$ cat config.mk
export PLATFORM = sky130hd
export DESIGN_NAME = soml_decision_fifo_flat
export DESIGN_NICKNAME = d
export VERILOG_FILES = /design/src/rtl/soml_decision_fifo_if.sv /design/src/rtl/soml_decision_fifo.sv /design/src/flat_wrapper.sv
export SDC_FILE = /design/constraint.sdc
export NUM_CORES = 1
export LEC_CHECK = 0
export ABC_CLOCK_PERIOD_IN_PS = 2210
export CAP_MARGIN = 20
export CORE_ASPECT_RATIO = 1.1
export CORE_UTILIZATION = 40
export DETAILED_ROUTE_END_ITERATION = 7
export SLEW_MARGIN = 25
export SYNTH_ARGS = -nofsm -noshare
export SYNTH_HDL_FRONTEND = slang
export SYNTH_SLANG_ARGS = --single-unit
$ cat constraint.sdc
create_clock -name clk -period 2.21 [get_ports clk]
set_input_delay 0.5525 -clock clk [delete_from_list [all_inputs] [get_ports clk]]
set_output_delay 0.5525 -clock clk [all_outputs]
set_load 0.05 [all_outputs]
$ cat src/rtl/soml_decision_fifo_if.sv
// Signal bundle linking the SOML MinFinder, the decision FIFO and the bit sink.
// The slave side is the FIFO; the master side is whatever drives it (MinFinder plus sink).
interface soml_decision_fifo_if #(
    parameter int N = 32
);
    logic         sweep_valid;
    logic [N-1:0] min_dI1;
    logic [N-1:0] min_dQ1;
    logic [N-1:0] min_dI2;
    logic [N-1:0] min_dQ2;
    logic [2:0]   min_idx_dI1;
    logic [2:0]   min_idx_dQ1;
    logic [2:0]   min_idx_dI2;
    logic [2:0]   min_idx_dQ2;
    logic [N-1:0] Rq;

    logic         out_valid;
    logic         out_ready;
    logic [7:0]   out_bits;
    logic [N+1:0] out_metric;
    logic [N-1:0] out_rq;
    logic         out_err;
    logic [7:0]   drop_cnt;
    logic         overflow;

    modport slave (
        input  sweep_valid,
        input  min_dI1, min_dQ1, min_dI2, min_dQ2,
        input  min_idx_dI1, min_idx_dQ1, min_idx_dI2, min_idx_dQ2,
        input  Rq,
        input  out_ready,
        output out_valid, out_bits, out_metric, out_rq, out_err,
        output drop_cnt, overflow
    );

    modport master (
        output sweep_valid,
        output min_dI1, min_dQ1, min_dI2, min_dQ2,
        output min_idx_dI1, min_idx_dQ1, min_idx_dI2, min_idx_dQ2,
        output Rq,
        output out_ready,
        input  out_valid, out_bits, out_metric, out_rq, out_err,
        input  drop_cnt, overflow
    );
endinterface

$ cat src/rtl/soml_decision_fifo.sv
// SOML decision stage: once per 4-cycle sweep, Gray-maps MinFinder indices, sums the
// four minimum distances and queues {bits, metric, Rq, err} in a show-ahead FIFO.
module soml_decision_fifo #(
    parameter int N     = 32,
    parameter int Q     = 22,
    parameter int DEPTH = 4
) (
    input  logic                 clk,
    input  logic                 rst_n,
    soml_decision_fifo_if.slave  bus
);
    localparam int AW = $clog2(DEPTH);
    localparam int CW = AW + 1;

    typedef enum logic {
        S_PRIME,
        S_RUN
    } prime_state_e;

    typedef struct packed {
        logic [7:0]   bits;
        logic [N+1:0] metric;
        logic [N-1:0] rq;
        logic         err;
    } entry_t;

    // Q only documents the fixed-point format of distances and Rq; no rescaling is done here.
    if (Q < 0 || Q >= N) begin : g_bad_q
        $error("soml_decision_fifo: Q must lie in [0, N)");
    end
    if (DEPTH < 2 || (DEPTH & (DEPTH - 1)) != 0) begin : g_bad_depth
        $error("soml_decision_fifo: DEPTH must be a power of two and at least 2");
    end

    prime_state_e  r_state;
    prime_state_e  w_state_next;
    logic [1:0]    r_phase;
    entry_t        r_mem [DEPTH];
    entry_t        r_head;
    entry_t        w_entry;
    logic [AW-1:0] r_wr_ptr;
    logic [AW-1:0] r_rd_ptr;
    logic [AW-1:0] w_rd_next;
    logic [CW-1:0] r_count;
    logic [7:0]    r_drop_cnt;
    logic          r_overflow;
    logic          w_capture;
    logic          w_full;
    logic          w_empty;
    logic          w_pop;
    logic          w_push;
    logic          w_drop;

    function automatic logic [1:0] gray_map(input logic [2:0] idx);
        case (idx)
            3'd0:    return 2'b00;
            3'd1:    return 2'b01;
            3'd2:    return 2'b11;
            3'd3:    return 2'b10;
            default: return 2'b00;
        endcase
    endfunction

    // NOTE: sequential state uses non-blocking (<=) so every flop samples pre-edge values.
    always_ff @(posedge clk or negedge rst_n) begin
        if (!rst_n) begin
            r_phase <= 2'd0;
        end else begin
            r_phase <= r_phase + 2'd1;
        end
    end

    always_ff @(posedge clk or negedge rst_n) begin
        if (!rst_n) begin
            r_state <= S_PRIME;
        end else begin
            r_state <= w_state_next;
        end
    end

    // NOTE: every signal written in always_comb gets a default first, so no latch is inferred.
    always_comb begin
        w_state_next = r_state;
        case (r_state)
            S_PRIME: if (r_phase == 2'd3) w_state_next = S_RUN;
            S_RUN:   w_state_next = S_RUN;
            default: w_state_next = S_PRIME;
        endcase
    end

    always_comb begin
        w_entry        = '0;
        w_entry.bits   = {gray_map(bus.min_idx_dI1), gray_map(bus.min_idx_dQ1),
                          gray_map(bus.min_idx_dI2), gray_map(bus.min_idx_dQ2)};
        w_entry.metric = {2'b00, bus.min_dI1} + {2'b00, bus.min_dQ1}
                       + {2'b00, bus.min_dI2} + {2'b00, bus.min_dQ2};
        w_entry.rq     = bus.Rq;
        w_entry.err    = bus.min_idx_dI1[2] | bus.min_idx_dQ1[2]
                       | bus.min_idx_dI2[2] | bus.min_idx_dQ2[2];
    end

    assign w_capture = (r_phase == 2'd0) && (r_state == S_RUN) && bus.sweep_valid;
    assign w_full    = (r_count == CW'(DEPTH));
    assign w_empty   = (r_count == '0);
    assign w_pop     = !w_empty && bus.out_ready;
    assign w_push    = w_capture && (!w_full || w_pop);
    assign w_drop    = w_capture && w_full && !w_pop;
    assign w_rd_next = r_rd_ptr + AW'(1);

    // NOTE: the storage array is reset as well because its contents are tiny and reset must
    // leave every output at zero; larger FIFOs would leave the array unreset.
    always_ff @(posedge clk or negedge rst_n) begin
        if (!rst_n) begin
            for (int i = 0; i < DEPTH; i++) begin
                r_mem[i] <= '0;
            end
        end else if (w_push) begin
            r_mem[r_wr_ptr] <= w_entry;
        end
    end

    always_ff @(posedge clk or negedge rst_n) begin
        if (!rst_n) begin
            r_wr_ptr <= '0;
            r_rd_ptr <= '0;
            r_count  <= '0;
        end else begin
            if (w_push) r_wr_ptr <= r_wr_ptr + AW'(1);
            if (w_pop)  r_rd_ptr <= w_rd_next;
            case ({w_push, w_pop})
                2'b10:   r_count <= r_count + CW'(1);
                2'b01:   r_count <= r_count - CW'(1);
                default: r_count <= r_count;
            endcase
        end
    end

    // Registered head copy: tracks the next head entry and holds the last one once drained.
    always_ff @(posedge clk or negedge rst_n) begin
        if (!rst_n) begin
            r_head <= '0;
        end else if (w_push && (w_empty || (w_pop && r_count == CW'(1)))) begin
            r_head <= w_entry;
        end else if (w_pop && r_count > CW'(1)) begin
            r_head <= r_mem[w_rd_next];
        end
    end

    always_ff @(posedge clk or negedge rst_n) begin
        if (!rst_n) begin
            r_drop_cnt <= 8'd0;
            r_overflow <= 1'b0;
        end else if (w_drop) begin
            r_overflow <= 1'b1;
            if (r_drop_cnt != 8'hFF) r_drop_cnt <= r_drop_cnt + 8'd1;
        end
    end

    assign bus.out_valid  = !w_empty;
    assign bus.out_bits   = r_head.bits;
    assign bus.out_metric = r_head.metric;
    assign bus.out_rq     = r_head.rq;
    assign bus.out_err    = r_head.err;
    assign bus.drop_cnt   = r_drop_cnt;
    assign bus.overflow   = r_overflow;
endmodule

$ cat src/flat_wrapper.sv
// flat-port wrapper written by rule: the top's interface ports become plain ports
module soml_decision_fifo_flat 
#(
    parameter int N     = 32,
    parameter int Q     = 22,
    parameter int DEPTH = 4
)
  (clk, rst_n, bus_sweep_valid, bus_min_dI1, bus_min_dQ1, bus_min_dI2, bus_min_dQ2, bus_min_idx_dI1, bus_min_idx_dQ1, bus_min_idx_dI2, bus_min_idx_dQ2, bus_Rq, bus_out_ready, bus_out_valid, bus_out_bits, bus_out_metric, bus_out_rq, bus_out_err, bus_drop_cnt, bus_overflow);
  soml_decision_fifo_if #(.N(N)) bus_i ();
  input  logic clk;
  input  logic rst_n;
  input wire logic [$bits(bus_i.sweep_valid)-1:0] bus_sweep_valid;
  input wire logic [$bits(bus_i.min_dI1)-1:0] bus_min_dI1;
  input wire logic [$bits(bus_i.min_dQ1)-1:0] bus_min_dQ1;
  input wire logic [$bits(bus_i.min_dI2)-1:0] bus_min_dI2;
  input wire logic [$bits(bus_i.min_dQ2)-1:0] bus_min_dQ2;
  input wire logic [$bits(bus_i.min_idx_dI1)-1:0] bus_min_idx_dI1;
  input wire logic [$bits(bus_i.min_idx_dQ1)-1:0] bus_min_idx_dQ1;
  input wire logic [$bits(bus_i.min_idx_dI2)-1:0] bus_min_idx_dI2;
  input wire logic [$bits(bus_i.min_idx_dQ2)-1:0] bus_min_idx_dQ2;
  input wire logic [$bits(bus_i.Rq)-1:0] bus_Rq;
  input wire logic [$bits(bus_i.out_ready)-1:0] bus_out_ready;
  output wire logic [$bits(bus_i.out_valid)-1:0] bus_out_valid;
  output wire logic [$bits(bus_i.out_bits)-1:0] bus_out_bits;
  output wire logic [$bits(bus_i.out_metric)-1:0] bus_out_metric;
  output wire logic [$bits(bus_i.out_rq)-1:0] bus_out_rq;
  output wire logic [$bits(bus_i.out_err)-1:0] bus_out_err;
  output wire logic [$bits(bus_i.drop_cnt)-1:0] bus_drop_cnt;
  output wire logic [$bits(bus_i.overflow)-1:0] bus_overflow;
  assign bus_i.sweep_valid = bus_sweep_valid;
  assign bus_i.min_dI1 = bus_min_dI1;
  assign bus_i.min_dQ1 = bus_min_dQ1;
  assign bus_i.min_dI2 = bus_min_dI2;
  assign bus_i.min_dQ2 = bus_min_dQ2;
  assign bus_i.min_idx_dI1 = bus_min_idx_dI1;
  assign bus_i.min_idx_dQ1 = bus_min_idx_dQ1;
  assign bus_i.min_idx_dI2 = bus_min_idx_dI2;
  assign bus_i.min_idx_dQ2 = bus_min_idx_dQ2;
  assign bus_i.Rq = bus_Rq;
  assign bus_i.out_ready = bus_out_ready;
  assign bus_out_valid = bus_i.out_valid;
  assign bus_out_bits = bus_i.out_bits;
  assign bus_out_metric = bus_i.out_metric;
  assign bus_out_rq = bus_i.out_rq;
  assign bus_out_err = bus_i.out_err;
  assign bus_drop_cnt = bus_i.drop_cnt;
  assign bus_overflow = bus_i.overflow;
  soml_decision_fifo #(.N(N), .Q(Q), .DEPTH(DEPTH)) u_core (.clk(clk), .rst_n(rst_n), .bus(bus_i));
endmodule
# Word-level counts from Yosys, hierarchy flattened
# Cells that the tools add are included.
[op_classes]
bitwise_logic = 6
reduce_logical = 20
magnitude_cmp = 4
n_addsub = 9
muxes = 15
n_eq_ne = 18
[op_table]
columns = ["operator", "count"]
rows = [
  ["2-to-1 mux 75 bit", 5],
  ["bitwise mux 300 bit", 1],
  ["binary-select mux 75 bit (select 2 bit)", 1],
  ["demux 75 bit (select 2 bit)", 1],
  ["adder 34 x 32 -> 34 bit", 2],
  ["adder 32 x 32 -> 33 bit", 1],
  ["== test 3 x 2 -> 1 bit (second input constant)", 8],
  ["one-hot mux 2 bit (3 select lines)", 4],
  ["== test 3 x 1 -> 1 bit (second input constant)", 5],
  ["logical AND 1 bit", 10],
  ["adder 8 x 1 -> 8 bit (second input constant)", 1],
  ["!= test 8 bit (second input constant)", 1],
  ["adder 2 x 1 -> 2 bit (second input constant)", 3],
  ["greater-or-equal comparator 3 bit (second input constant)", 2],
  ["NOT 2 -> 3 bit", 2],
  ["one-hot mux 3 bit (2 select lines)", 1],
  ["== test 2 bit (second input constant)", 2],
  ["nonzero test 2 bit", 2],
  ["adder 3 x 1 -> 3 bit (second input constant)", 1],
  ["== test 3 bit (second input constant)", 1],
  ["greater-than comparator 3 x 1 -> 1 bit (second input constant)", 1],
  ["zero test 1 bit", 3],
  ["zero test 3 bit", 1],
  ["less-than comparator 3 x 1 -> 1 bit (second input constant)", 1],
  ["9 further kinds", 12],
]
[totals]
out_inout_bits = 85
input_bits = 176
wordCells = 99
regBits = 394

# Longest topological paths before layout
[logic_depth]
depth_word = 7
mapped_depth = 21
depth_no_buf = 20

# Least setup slack after synthesis
# Ideal clock, no wire load.
[synth_path]
path_kind = "input -> register"
from = "input port bus_min_dQ1[0]"
to = "register u_core.r_head (netlist bit u_core.bus.out_metric[33])"
setup_slack_ps = -2596
t_required_ps = 2071
cell_stages = 20
path_buffers = 1
setup_time_ps = 139
arrival_ps = 4666
cell_sequence = "ha_1 -> inv_1 -> fa_1 -> nor2b_1 -> o31a_1 -> o221ai_1 -> a21oi_1 -> a31oi_1 -> o31ai_1 -> xnor2_1 -> fa_1 -> inv_1 -> ha_1 -> clkbuf_1 -> and3_1 -> a221oi_1 -> nand2_1 -> or3_1 -> o32ai_1 -> o21ai_0"
[synth_via]
elab_chain_len = 4
[synth_lines]
columns = ["element", "line_no", "rtl"]
rows = [
  ["start, declared", "flat_wrapper.sv:14", "input wire logic [$bits(bus_i.min_dQ1)-1:0] bus_min_dQ1;"],
  ["adder 32 x 32 -> 33 bit", "soml_decision_fifo.sv:95", "w_entry.metric = {2'b00, bus.min_dI1} + {2'b00, bus.min_dQ1}"],
  ["adder 34 x 32 -> 34 bit (2 in a row)", "soml_decision_fifo.sv:96", "+ {2'b00, bus.min_dI2} + {2'b00, bus.min_dQ2};"],
  ["2-to-1 mux 75 bit", "soml_decision_fifo.sv:142", "end else if (w_push && (w_empty || (w_pop && r_count == CW'(1)))) begin"],
  ["end signal, assigned", "soml_decision_fifo.sv:143", "r_head <= w_entry;"],
  ["end signal, assigned", "soml_decision_fifo.sv:145", "r_head <= r_mem[w_rd_next];"],
  ["end, declared", "soml_decision_fifo.sv:39", "entry_t r_head;"],
]
# No other way between the ends.
# A chain may end at the register's enable or synchronous reset.

# Final worst setup path
[layout_path]
from = "input port bus_min_dI1[0]"
to = "register u_core.r_mem[137] in the netlist's numbering"
[layout_via]
elab_chain_len = 4
[layout_lines]
columns = ["element", "line_no", "rtl"]
rows = [
  ["start, declared", "flat_wrapper.sv:13", "input wire logic [$bits(bus_i.min_dI1)-1:0] bus_min_dI1;"],
  ["adder 32 x 32 -> 33 bit", "soml_decision_fifo.sv:95", ""],
  ["adder 34 x 32 -> 34 bit (2 in a row)", "soml_decision_fifo.sv:96", ""],
  ["bitwise mux 300 bit", "soml_decision_fifo.sv:118", "r_mem[r_wr_ptr] <= w_entry;"],
  ["end signal, assigned by index", "soml_decision_fifo.sv:118", ""],
  ["end, declared", "soml_decision_fifo.sv:38", "entry_t r_mem [DEPTH];"],
]
# No other way between the ends.

==> results_tabular.tex <==
\begin{tabular}{lr}
\hline
Metric & Value \\
\hline
\multicolumn{2}{l}{\textbf{Synthesis}} \\
\quad Complex-gate fraction of the synthesized area & 13.2\% \\
\quad Dominant cells by area after synthesis & sky130\_fd\_sc\_hd\_\_dfrtp\_1 (46\%), sky130\_fd\_sc\_hd\_\_mux2\_2 (9.6\%), sky130\_fd\_sc\_hd\_\_mux4\_2 (7.9\%) \\
\quad Dominant combinational cell family by area after synthesis & multiplexers \\
\quad Fraction of the mapped netlist area in adder cells & 7.64\% \\
\quad Number of instances in the synthesized netlist & 1905 \\
\quad Synth Area per Inst & 11.2 sq um \\
\quad Number of synthesized register bits & 394 \\
\quad Post-synth top flop & sky130\_fd\_sc\_hd\_\_dfrtp\_1 \\
\quad Netlist area before placement & 21300 sq um \\
\quad Fraction of synthesis flops using an asynchronous set or reset pin & 100\% \\
\quad Distinct cell type count after synthesis & 75 \\
\quad Area share of the leading cell type in the synthesized netlist & 46.2\% \\
\quad Mux contribution to synthesized area & 17.7\% \\
\quad Post-Synth XOR/XNOR Area & 2.83\% \\
\quad Nets in the synthesized netlist & 2191 \\
\quad Library cell occupying the most area in the post-synthesis netlist & sky130\_fd\_sc\_hd\_\_dfrtp\_1 \\
\quad Yosys warns & 0 \\
\quad Part of the Yosys area used for sequential elements & 46.2\% \\
\quad Number of enable-type register cells in the synthesized netlist & 0 \\
\quad Simple-gate area share of the yosys netlist & 8.09\% \\
\multicolumn{2}{l}{\textbf{Clock network}} \\
\quad Clock latency on the worst-skew pair & 0.53 ns \\
\quad Number of sinks handled by clock tree synthesis & 394 \\
\quad CTS Root Cell & sky130\_fd\_sc\_hd\_\_clkbuf\_16 \\
\quad CTS tree & yes \\
\quad Clk buf depth & 3 \\
\quad Clock slew seen by the registers of the worst setup and hold paths & 0.06 ns \\
\quad Max H-tree Level & 2 \\
\quad Cts bufs inserted & 40 \\
\multicolumn{2}{l}{\textbf{Floorplanning}} \\
\quad Io pins & 261 \\
\quad DIE AREA & 54300 sq um \\
\quad Core area & 52500 sq um \\
\quad Effective utilization at floorplan & 40.6\% \\
\quad Row Count & 88 \\
\quad Overall die width & 222 microns \\
\quad Die height & 244 microns \\
\multicolumn{2}{l}{\textbf{Detailed routing}} \\
\quad Number of design-rule violations left by the first detailed-router iteration & 697 \\
\quad Total number of vias & 16.7k \\
\quad Wirelength, routed & 58400 microns \\
\quad Iteration count of the initial detailed-routing pass & 4 \\
\quad Via density per instance & 5.30 \\
\quad Detailed-route wire length per cell & 18.6 microns \\
\quad Number of nets with antenna violations after detailed routing & 0 \\
\quad DRC violations left & 0 \\
\multicolumn{2}{l}{\textbf{Global route}} \\
\quad Wire length of the first global-routing pass & 96200 microns \\
\quad Pin count of the biggest net entering global routing & 76 \\
\quad Initial antenna violation count & 0 \\
\quad Number of global-route vias before repair & 18.2k \\
\quad GR Overflow Total & 0 \\
\quad GRT Overall Usage & 22.0\% \\
\multicolumn{2}{l}{\textbf{Setup path}} \\
\quad Worst-path fanout max & 5 \\
\quad CP required & 2.62 ns \\
\quad Launching element type of the critical path & input pin \\
\quad Worst Setup Path Type & input pin to flip-flop \\
\quad Critical Path AT & 4.78 ns \\
\quad Sort of element at the end of the critical path & flip-flop \\
\multicolumn{2}{l}{\textbf{Timing}} \\
\quad RSZ-0062 raised after global routing & yes \\
\quad Maximum clock frequency & 229 MHz \\
\quad Total Negative Setup Slacks & -259.31 ns \\
\quad Hold Slack & 0.457 ns \\
\quad Final critical path time including I/O delays and setup & 4.36 ns \\
\quad Hold violation total from the final report & 0 \\
\quad Count of final max-slew check failures & 0 \\
\quad Slew at the pin with the worst max-slew slack & 0.522 ns \\
\quad Final period util & 197\% \\
\quad Setup slack after layout & -2.15 ns \\
\quad Endpoints failing setup & 160 \\
\quad Headroom to the max-slew limit & 65.1\% \\
\quad Skew final & 0.0142 ns \\
\multicolumn{2}{l}{\textbf{Place}} \\
\quad Port bufs & 260 \\
\quad Post-placement cell area & 27500 sq um \\
\quad GP Congestion & 0.834 \\
\quad HPWL after detailed placement & 41400 microns \\
\multicolumn{2}{l}{\textbf{Job}} \\
\quad Max cap viols & 0 \\
\multicolumn{2}{l}{\textbf{Final layout}} \\
\quad Count of inserted antenna diode cells & 0 \\
\quad Final std cell area, no fill & 31000 sq um \\
\quad Syn-to-layout area delta & 45.4\% \\
\quad NumNets Final & 2730 \\
\quad Fill cell count & 4260 \\
\quad Share of final-layout standard cells stronger than drive strength 1 & 41.0\% \\
\multicolumn{2}{l}{\textbf{Power}} \\
\quad Overall power consumption & 41.0 mW \\
\quad Power Dens Cells & 1320 nW/um\^{}2 \\
\quad Worst ir drop on vdd & 0.578 mV \\
\quad Leakage dissipation & 14.6 nW \\
\multicolumn{2}{l}{\textbf{Run status}} \\
\quad Result of the run & finished, violations left \\
\quad Failing checks & negative setup slack \\
\multicolumn{2}{l}{\textbf{Hold path}} \\
\quad Hold crit path type & flip-flop to flip-flop \\
\hline
\end{tabular}
-- timing repair --
action                                  in CTS  in global routing
setup buffers                               55                 19
hold endpoints to repair                    41                  0
resized for setup                          398                134
pin swaps                                  172                 93
endpoints found under the setup margin     220                197
hold buffers                                 1                  0
-- synthesized netlist by cell type (6+ instances only) --
cell	n
sky130_fd_sc_hd__dfrtp_1	394
sky130_fd_sc_hd__nand2_1	256
sky130_fd_sc_hd__mux2_2	182
sky130_fd_sc_hd__o21ai_0	160
sky130_fd_sc_hd__inv_1	139
sky130_fd_sc_hd__ha_1	76
sky130_fd_sc_hd__mux4_2	75
sky130_fd_sc_hd__a21oi_1	56
sky130_fd_sc_hd__nor2_1	56
sky130_fd_sc_hd__a22oi_1	55
sky130_fd_sc_hd__clkbuf_1	53
sky130_fd_sc_hd__xnor2_1	35
sky130_fd_sc_hd__fa_1	34
sky130_fd_sc_hd__xor2_1	34
sky130_fd_sc_hd__a21o_1	31
sky130_fd_sc_hd__buf_1	24
sky130_fd_sc_hd__buf_2	19
sky130_fd_sc_hd__nand3_1	18
sky130_fd_sc_hd__o31ai_1	17
sky130_fd_sc_hd__nand2b_1	16
sky130_fd_sc_hd__a221o_1	13
sky130_fd_sc_hd__nor3_1	13
sky130_fd_sc_hd__o211ai_1	12
sky130_fd_sc_hd__nand4_1	11
sky130_fd_sc_hd__o21a_1	11
sky130_fd_sc_hd__a22o_1	8
sky130_fd_sc_hd__a211oi_1	7
sky130_fd_sc_hd__a31oi_1	7
sky130_fd_sc_hd__o21bai_1	6
-- state kept, by name, indices dropped and copies added (netlist names), 2 cells and up --
signal,count
u_core.bus.drop_cnt,8
u_core.bus.out_bits,8
u_core.bus.out_metric,34
u_core.bus.out_rq,32
u_core.r_count,3
u_core.r_mem,300
u_core.r_phase,2
u_core.r_rd_ptr,2
u_core.r_wr_ptr,2
-- path summary, 6_finish.rpt --
path                                      start                      to  slack (ns)  depth (start not counted)
min                        u_core.bus.out_rq[8]    u_core.bus.out_rq[8]        0.46                          2
max in group asynchronous                 rst_n   u_core.bus.out_rq[27]        0.93                          3
min in group asynchronous                 rst_n  u_core.bus.out_bits[1]        0.56                          2
min reg2reg                u_core.bus.out_rq[8]    u_core.bus.out_rq[8]        0.46                          2
max reg2reg                   u_core.r_count[1]       u_core.r_mem[273]        0.14                          8
max                              bus_min_dI1[0]       u_core.r_mem[137]       -2.15                         21
-- area by class of cell --
type                       count  area, sq um  area share [%]
multi-input combinational   1272        12800            41.2
clock inverter                14          153           0.492
sequential                   394         9870            31.8
timing repair buffer         597         5720            18.4
inverter                     139          522            1.68
clock buffer                  56         1130            3.65
tap                          675          845            2.72
-- cells by family after synthesis --
kind of cell,Yosys count
compound gates,431
xor+xnor,69
fa+ha+maj,110
buf+inv,239
flops,394
mux,260
simple gates,402
-- routing by layer --
layer  GRT usage (%)  wire (microns)
met1            27.2           24400
met2            39.8           30300
met3            2.49            2100
met4            7.03            1690
met5               0               0
-- critical path, stage by stage --
cell and delay (ns):
sky130_fd_sc_hd__buf_6 0.10, sky130_fd_sc_hd__ha_4 0.15, sky130_fd_sc_hd__inv_2 0.05, sky130_fd_sc_hd__fa_2 0.22
sky130_fd_sc_hd__nor2b_2 0.05, sky130_fd_sc_hd__o31a_1 0.31, sky130_fd_sc_hd__buf_6 0.13, sky130_fd_sc_hd__o221ai_4 0.21
sky130_fd_sc_hd__a21oi_4 0.13, sky130_fd_sc_hd__o41ai_2 0.33, sky130_fd_sc_hd__xor2_1 0.23, sky130_fd_sc_hd__fa_1 0.45
sky130_fd_sc_hd__inv_2 0.08, sky130_fd_sc_hd__ha_4 0.23, sky130_fd_sc_hd__a21oi_4 0.15, sky130_fd_sc_hd__o21ai_2 0.10
sky130_fd_sc_hd__a311oi_2 0.40, sky130_fd_sc_hd__nor2b_4 0.08, sky130_fd_sc_hd__a311oi_4 0.36, sky130_fd_sc_hd__xnor2_2 0.15
sky130_fd_sc_hd__mux2_4 0.29
-- power by group --
part           leakage, nW  switching, mW  internal, mW
Sequential            4.92           1.89          10.5
Combinational         9.03           11.2          10.9
Clock                0.639           2.74          3.93
-- layout by cell type, fill, tap and decap left out, types with 47 or more instances in the layout --
| cell type | n |
|---|---|
| sky130_fd_sc_hd__nand2_1 | 236 |
| sky130_fd_sc_hd__clkdlybuf4s50_1 | 143 |
| sky130_fd_sc_hd__mux2_2 | 164 |
| sky130_fd_sc_hd__mux4_2 | 75 |
| sky130_fd_sc_hd__buf_4 | 284 |
| sky130_fd_sc_hd__dfrtp_1 | 392 |
| sky130_fd_sc_hd__inv_1 | 118 |
| sky130_fd_sc_hd__o21ai_1 | 67 |
| sky130_fd_sc_hd__a22oi_1 | 54 |
| sky130_fd_sc_hd__o21ai_0 | 47 |
| sky130_fd_sc_hd__buf_6 | 52 |
-- through the flow --
| stage | setup slack (ns) | util (%) | std cells |
|---|---|---|---|
| after floorplan | -2.36 | - | 1905 |
| after global placement | -3.18 | 52.3 | 3021 |
| after detailed placement | -3.30 | 52.3 | 3021 |
| after CTS | -2.12 | 57.8 | 3134 |
| after global routing | -2.32 | 59.1 | 3147 |
| final | -2.15 | 59.1 | 3147 |
No activity file was read; power rests on OpenSTA's default activity.
